### src/rtl/psg_bus_arbiter.sv
// Write-only arbiter sharing the TurboSound PSG bus between the CPU port decoder and a secondary master.
// Define PSG_ARB_RESTORE_EN to restore the CPU's chip select and latched register after each B sequence.
module psg_bus_arbiter #(
    parameter int HOLD = 4
) (
    input  logic       clk_i,
    input  logic       reset_i,
    input  logic       a_req_i,
    input  logic       a_isaddr_i,
    input  logic [7:0] a_data_i,
    output logic       a_ack_o,
    input  logic       b_req_i,
    input  logic       b_chip_i,
    input  logic [3:0] b_reg_i,
    input  logic [7:0] b_data_i,
    output logic       b_ack_o,
    output logic       bdir_o,
    output logic       bc1_o,
    output logic [7:0] dout_o,
    output logic       bus_sel_o,
    output logic       busy_o
);

    typedef enum logic [2:0] {
        IDLE, A_PH, B_SEL, B_ADDR, B_DATA, R_SEL, R_ADDR, GAP
    } state_t;

    localparam logic [3:0] HOLD_C = 4'(HOLD);

    state_t     state_q;
    state_t     ret_q;
    logic [3:0] cnt_q;
    logic       last_grant_q;   // 1 = B was granted last
    logic       bus_sel_q;
    logic       cpu_sel_q;
    logic [3:0] cpu_reg_q;
    logic       bdir_q;
    logic       bc1_q;
    logic [7:0] dout_q;
    logic       a_ack_q;
    logic       b_ack_q;
    logic       busy_q;

    logic       grant_a;
    logic       grant_b;
    state_t     phase_d;
    logic       phase_bc1_d;
    logic [7:0] phase_dout_d;
    state_t     ret_d;

    function automatic logic is_final_b(input state_t s);
`ifdef PSG_ARB_RESTORE_EN
        return s == R_ADDR;
`else
        return s == B_DATA;
`endif
    endfunction

    always_comb begin
        grant_a = a_req_i && (!b_req_i || last_grant_q);
        grant_b = b_req_i && !grant_a;
    end

    // Phase to launch this cycle: a fresh grant from IDLE, or the queued successor from GAP.
    always_comb begin
        phase_d = IDLE;
        if (state_q == IDLE) begin
            if (grant_a)
                phase_d = A_PH;
            else if (grant_b)
                phase_d = (b_chip_i != bus_sel_q) ? B_SEL : B_ADDR;
        end else if (state_q == GAP) begin
            phase_d = ret_q;
        end
    end

    always_comb begin
        phase_bc1_d  = 1'b1;
        phase_dout_d = dout_q;
        case (phase_d)
            A_PH: begin
                phase_bc1_d  = a_isaddr_i;
                phase_dout_d = a_data_i;
            end
            B_SEL:  phase_dout_d = {7'h7F, b_chip_i};
            B_ADDR: phase_dout_d = {4'h0, b_reg_i};
            B_DATA: begin
                phase_bc1_d  = 1'b0;
                phase_dout_d = b_data_i;
            end
            R_SEL:  phase_dout_d = {7'h7F, cpu_sel_q};
            R_ADDR: phase_dout_d = {4'h0, cpu_reg_q};
            default: ;
        endcase
    end

    always_comb begin
        ret_d = IDLE;
        case (state_q)
            B_SEL:  ret_d = B_ADDR;
            B_ADDR: ret_d = B_DATA;
`ifdef PSG_ARB_RESTORE_EN
            B_DATA: ret_d = (bus_sel_q != cpu_sel_q) ? R_SEL : R_ADDR;
            R_SEL:  ret_d = R_ADDR;
`else
            B_DATA: ret_d = IDLE;
`endif
            default: ret_d = IDLE;
        endcase
    end

    always_ff @(posedge clk_i) begin
        if (reset_i) begin
            state_q      <= IDLE;
            ret_q        <= IDLE;
            cnt_q        <= 4'd0;
            last_grant_q <= 1'b1;
            bus_sel_q    <= 1'b1;
            cpu_sel_q    <= 1'b1;
            cpu_reg_q    <= 4'h0;
            bdir_q       <= 1'b0;
            bc1_q        <= 1'b0;
            dout_q       <= 8'h00;
            a_ack_q      <= 1'b0;
            b_ack_q      <= 1'b0;
            busy_q       <= 1'b0;
        end else begin
            a_ack_q <= 1'b0;
            b_ack_q <= 1'b0;
            case (state_q)
                IDLE, GAP: begin
                    if (phase_d != IDLE) begin
                        state_q <= phase_d;
                        cnt_q   <= 4'd1;
                        bdir_q  <= 1'b1;
                        bc1_q   <= phase_bc1_d;
                        dout_q  <= phase_dout_d;
                        busy_q  <= 1'b1;
                        a_ack_q <= (phase_d == A_PH) && (HOLD_C == 4'd1);
                        b_ack_q <= is_final_b(phase_d) && (HOLD_C == 4'd1);
                    end else begin
                        state_q <= IDLE;
                        busy_q  <= 1'b0;
                    end
                    if (state_q == IDLE && grant_a) begin
                        last_grant_q <= 1'b0;
                        if (a_isaddr_i) begin
                            if (a_data_i[7:1] == 7'h7F) begin
                                cpu_sel_q <= a_data_i[0];
                                bus_sel_q <= a_data_i[0];
                            end else begin
                                cpu_reg_q <= a_data_i[3:0];
                            end
                        end
                    end
                    if (state_q == IDLE && grant_b) begin
                        last_grant_q <= 1'b1;
`ifndef PSG_ARB_RESTORE_EN
                        cpu_sel_q    <= b_chip_i;
`endif
                    end
                    if (phase_d == B_SEL)
                        bus_sel_q <= b_chip_i;
                    if (phase_d == R_SEL)
                        bus_sel_q <= cpu_sel_q;
                end
                default: begin
                    if (cnt_q == HOLD_C) begin
                        state_q <= GAP;
                        ret_q   <= ret_d;
                        bdir_q  <= 1'b0;
                        bc1_q   <= 1'b0;
                    end else begin
                        cnt_q <= cnt_q + 4'd1;
                        // Ack lands on the final hold cycle of the requester's last phase.
                        if ((cnt_q + 4'd1) == HOLD_C) begin
                            a_ack_q <= (state_q == A_PH);
                            b_ack_q <= is_final_b(state_q);
                        end
                    end
                end
            endcase
        end
    end

    assign a_ack_o   = a_ack_q;
    assign b_ack_o   = b_ack_q;
    assign bdir_o    = bdir_q;
    assign bc1_o     = bc1_q;
    assign dout_o    = dout_q;
    assign bus_sel_o = bus_sel_q;
    assign busy_o    = busy_q;

endmodule
### config.mk
export PLATFORM = sky130hd
export DESIGN_NAME = psg_bus_arbiter
export DESIGN_NICKNAME = d
export VERILOG_FILES = /design/src/rtl/psg_bus_arbiter.sv
export SDC_FILE = /design/constraint.sdc
export NUM_CORES = 1
export LEC_CHECK = 0
export CAP_MARGIN = 20
export CORE_ASPECT_RATIO = 1.75
export CORE_MARGIN = 4
export CORE_UTILIZATION = 50
export CTS_CLUSTER_DIAMETER = 150
export DETAILED_ROUTE_END_ITERATION = 16
export GPL_TIMING_DRIVEN = 0
export PLACE_DENSITY_LB_ADDON = 0.2
export SYNTH_ARGS = -nofsm -noshare
export SYNTH_HDL_FRONTEND = slang
export SYNTH_SLANG_ARGS = --single-unit
### constraint.sdc
create_clock -name clk_i -period 2.99 [get_ports clk_i]
set_input_delay 0.598 -clock clk_i [delete_from_list [all_inputs] [get_ports clk_i]]
set_output_delay 0.598 -clock clk_i [all_outputs]
set_load 0.01 [all_outputs]
==> flow_metrics.py <==
metrics = {
    "cells_and_area": {
        "design_area_mm2": 0.00191,
        "fin_nets": 252,
        "syn_to_final_growth_pct": 35.0,
        "diodes": 0,
        "drive_above_1_share_pct": 8.52,
    },
    "detailed_routing": {
        "drt-initial-drc-count": 37,
        "vias": 1530,
        "drc": 0,
        "drt-pass1-iter-count": 4,
        "wl_um": 4250,
        "ant_nets": 0,
        "drt-wirelength-per-cell_um": 17.0,
        "viasPerCell": 6.12,
    },
    "clocking": {
        "clock_latency_ps": 270,
        "cts_hold_buffers": 0,
        "path_clk_slew_ps": 90,
        "clk_path_buf_depth": 2,
        "post_cts_buffers": 0,
        "post_cts_resized": 0,
        "clock-sinks": 24,
        "h-tree-depth": 1,
        "cts_tree": "built",
        "numCtsBuffers": 3,
        "cts_root_buf": "clkbuf_8",
    },
    "power_and_ir_drop": {
        "p_int_uw": 773,
        "leakagePower_uw": 0.000754,
        "power.density_mw_per_mm2": 612,
        "finalPower_uw": 1170,
        "p_sw_share_pct": 33.9,
        "clockPowerShare_pct": 24.7,
        "combPwrFrac_pct": 39.9,
        "vdd_drop_max_v": 0.000473,
        "p_sw_uw": 396,
        "pwr-share-seq_pct": 35.4,
    },
    "sta": {
        "timing.fmax_mhz": 430,
        "fin_skew_ps": 8.10,
        "rsz0062_at_grt": "no",
        "max_slew_margin_pct": 60.5,
        "tns_ps": 0,
        "period_share_pct": 77.8,
        "worst_slew_pin_slew_ps": 588,
        "min_period_ps": 2330,
        "finalHoldViolCount": 0,
        "drv_slew": 0,
        "setup_violations": 0,
    },
    "die": {
        "initial_core_util_pct": 52.0,
        "dieHeight_um": 78.3,
        "rows": 25,
        "die_width_um": 48.2,
        "core_area_mm2": 0.00272,
        "die_area_mm2": 0.00378,
        "ios": 40,
    },
    "placement": {
        "port_buffers": 39,
        "place_hpwl_um": 3390,
        "gp_congestion": 0.944,
        "placed_area_mm2": 0.00184,
    },
    "global_route": {
        "antenna_found_initial": 0,
        "grt_pass1_wl_um": 6760,
        "overflow": 0,
        "grt_use_total_pct": 24.1,
        "grt_start_max_net_pins": 15,
        "grt_pass1_vias": 1586,
    },
    "synth": {
        "syn_area_per_cell_um2": 7.85,
        "synthFlopType": "dfxtp_1",
        "synth-seq-cells": 24,
        "async_flop_share_pct": 0,
        "syn_nets": 208,
        "syn_area_mm2": 0.00141,
        "yosysTopAreaCell": "dfxtp_1",
        "ys_warn_count": 0,
        "synthTopCellsByArea": "dfxtp_1, nand2_1, nor2_1, a21oi_1, o21ai_0",
        "synth_top_area_share_pct": 34.0,
        "seq_area_frac_synth_pct": 34.0,
        "synth_edf_count": 0,
        "syn_inst": 180,
        "synth_cell_type_count": 43,
    },
    "outcome": {
        "status": "completed",
    },
    "setup_path": {
        "crit_arrival_ps": 2510,
        "end_kind": "register",
        "critPathLaunchType": "primary input",
        "crit_path_max_fanout": 7,
        "critPathKind": "in -> reg",
        "critPathRequiredTime_ps": 3180,
    },
    "flow_run": {
        "maxCapViolCount": 0,
    },
    "hold_path": {
        "hp-class": "reg -> reg",
    },
}
power by group through the flow:
stage,Clock [uW],Combinational [uW],Sequential (uW)
finish,289,466,413
global route,306,511,419
CTS,293,465,413
detailed placement,0,462,420
global placement,0,450,416
floorplan,0,270,430
logic make-up (layout without fill, tap and decap cells):
kind of cell / count (synthesis) / after routing / synth area share [%]
AND/OR/NAND/NOR: 83 / 83 / 29.3
AO/OA/AOI/OAI: 52 / 52 / 28.1
flip-flops: 24 / 24 / 34.0
buffers and inverters: 18 / 61 / 6.28
adder cells (fa/ha/maj): 2 / 2 / 1.77
XOR/XNOR: 1 / 1 / 0.620
synthesized netlist by cell type, drive strengths merged, types with 3 or more instances:
master  number
dfxtp       24
nand2       24
nor2        24
a21oi       12
o21ai        8
buf          7
inv          7
nand3        6
nor3         6
a211oi       5
a22oi        5
clkbuf       4
o32ai        4
and3         3
nand4        3
nor3b        3
o211ai       3
worst max-delay path, stage by stage:
cell,delay [ps]
clkdlybuf4s50_1,520
xor2_1,430
nand2b_1,260
and3_1,180
buf_2,170
nand2_1,90
a311oi_1,270
stage by stage:
step / setup slack, ps / utilization (%) / std cells / hold WS, ps
after floorplan: 1190 / - / 180 / 477
after global placement: 445 / 67.5 / 246 / 447
after detailed placement: 404 / 67.5 / 246 / 461
after CTS: 663 / 70.2 / 250 / 474
after global routing: 540 / 70.2 / 250 / 495
final: 662 / 70.2 / 250 / 476
routing by layer:
metal / up-vias / share of wire, % / track usage [%]
met1: 727 / 36 / 23.7
met2: 54 / 57 / 46.1
met5: - / 0 / 0
met3: 9 / 5.8 / 3.44
li1: 740 / - / -
met4: 0 / 1.8 / 7.55
layout by cell type, fill, tap and decap left out, types with 2 or more instances in the layout:
cell and n:
or2_2 2, nor3b_1 3, clkdlybuf4s50_1 39, o31ai_1 2, o22a_1 2, o22ai_1 2
clkbuf_1 4, a22oi_1 5, and3_1 3, nand2b_1 2, buf_2 5, buf_6 2
nand4_1 3, dfxtp_1 24, a21oi_1 12, ha_1 2, o211ai_1 3, nor2b_1 2
nand2_1 24, inv_1 7, nand3_1 6, nor3_1 6, and4_1 2, or3_1 2
o32ai_1 4, a211oi_2 3, nor2_1 24, clkbuf_8 3, o21ai_0 8
sequential cells by signal, summed over array words and instances (netlist names):
name / flops
a_ack_o: 1
b_ack_o: 1
bc1_o: 1
bdir_o: 1
bus_sel_o: 1
busy_o: 1
cnt_q: 4
dout_o: 8
last_grant_q: 1
ret_q: 2
state_q: 3
path summary, 6_finish.rpt:
kind | from | to | slack (ps) | cells past startpoint
worst max-delay path | b_chip_i | cnt_q[3] | 660 | 7
worst min-delay path | busy_o | busy_o | 480 | 2
worst max register to register | state_q[0] | cnt_q[3] | 930 | 7
worst min register to register | busy_o | busy_o | 480 | 2
layout make-up:
type / instances / area, um^2
Clock buffer: 3 / 41.3
Clock inverter: 1 / 30.0
Sequential cell: 24 / 480
Inverter: 7 / 26.3
Buffer: 11 / 62.6
Multi-Input combinational cell: 138 / 845
Tap cell: 27 / 33.8
Fill cell: 241 / 812
Timing Repair Buffer: 39 / 390
Note: power is estimated with default switching activity, not from simulation.
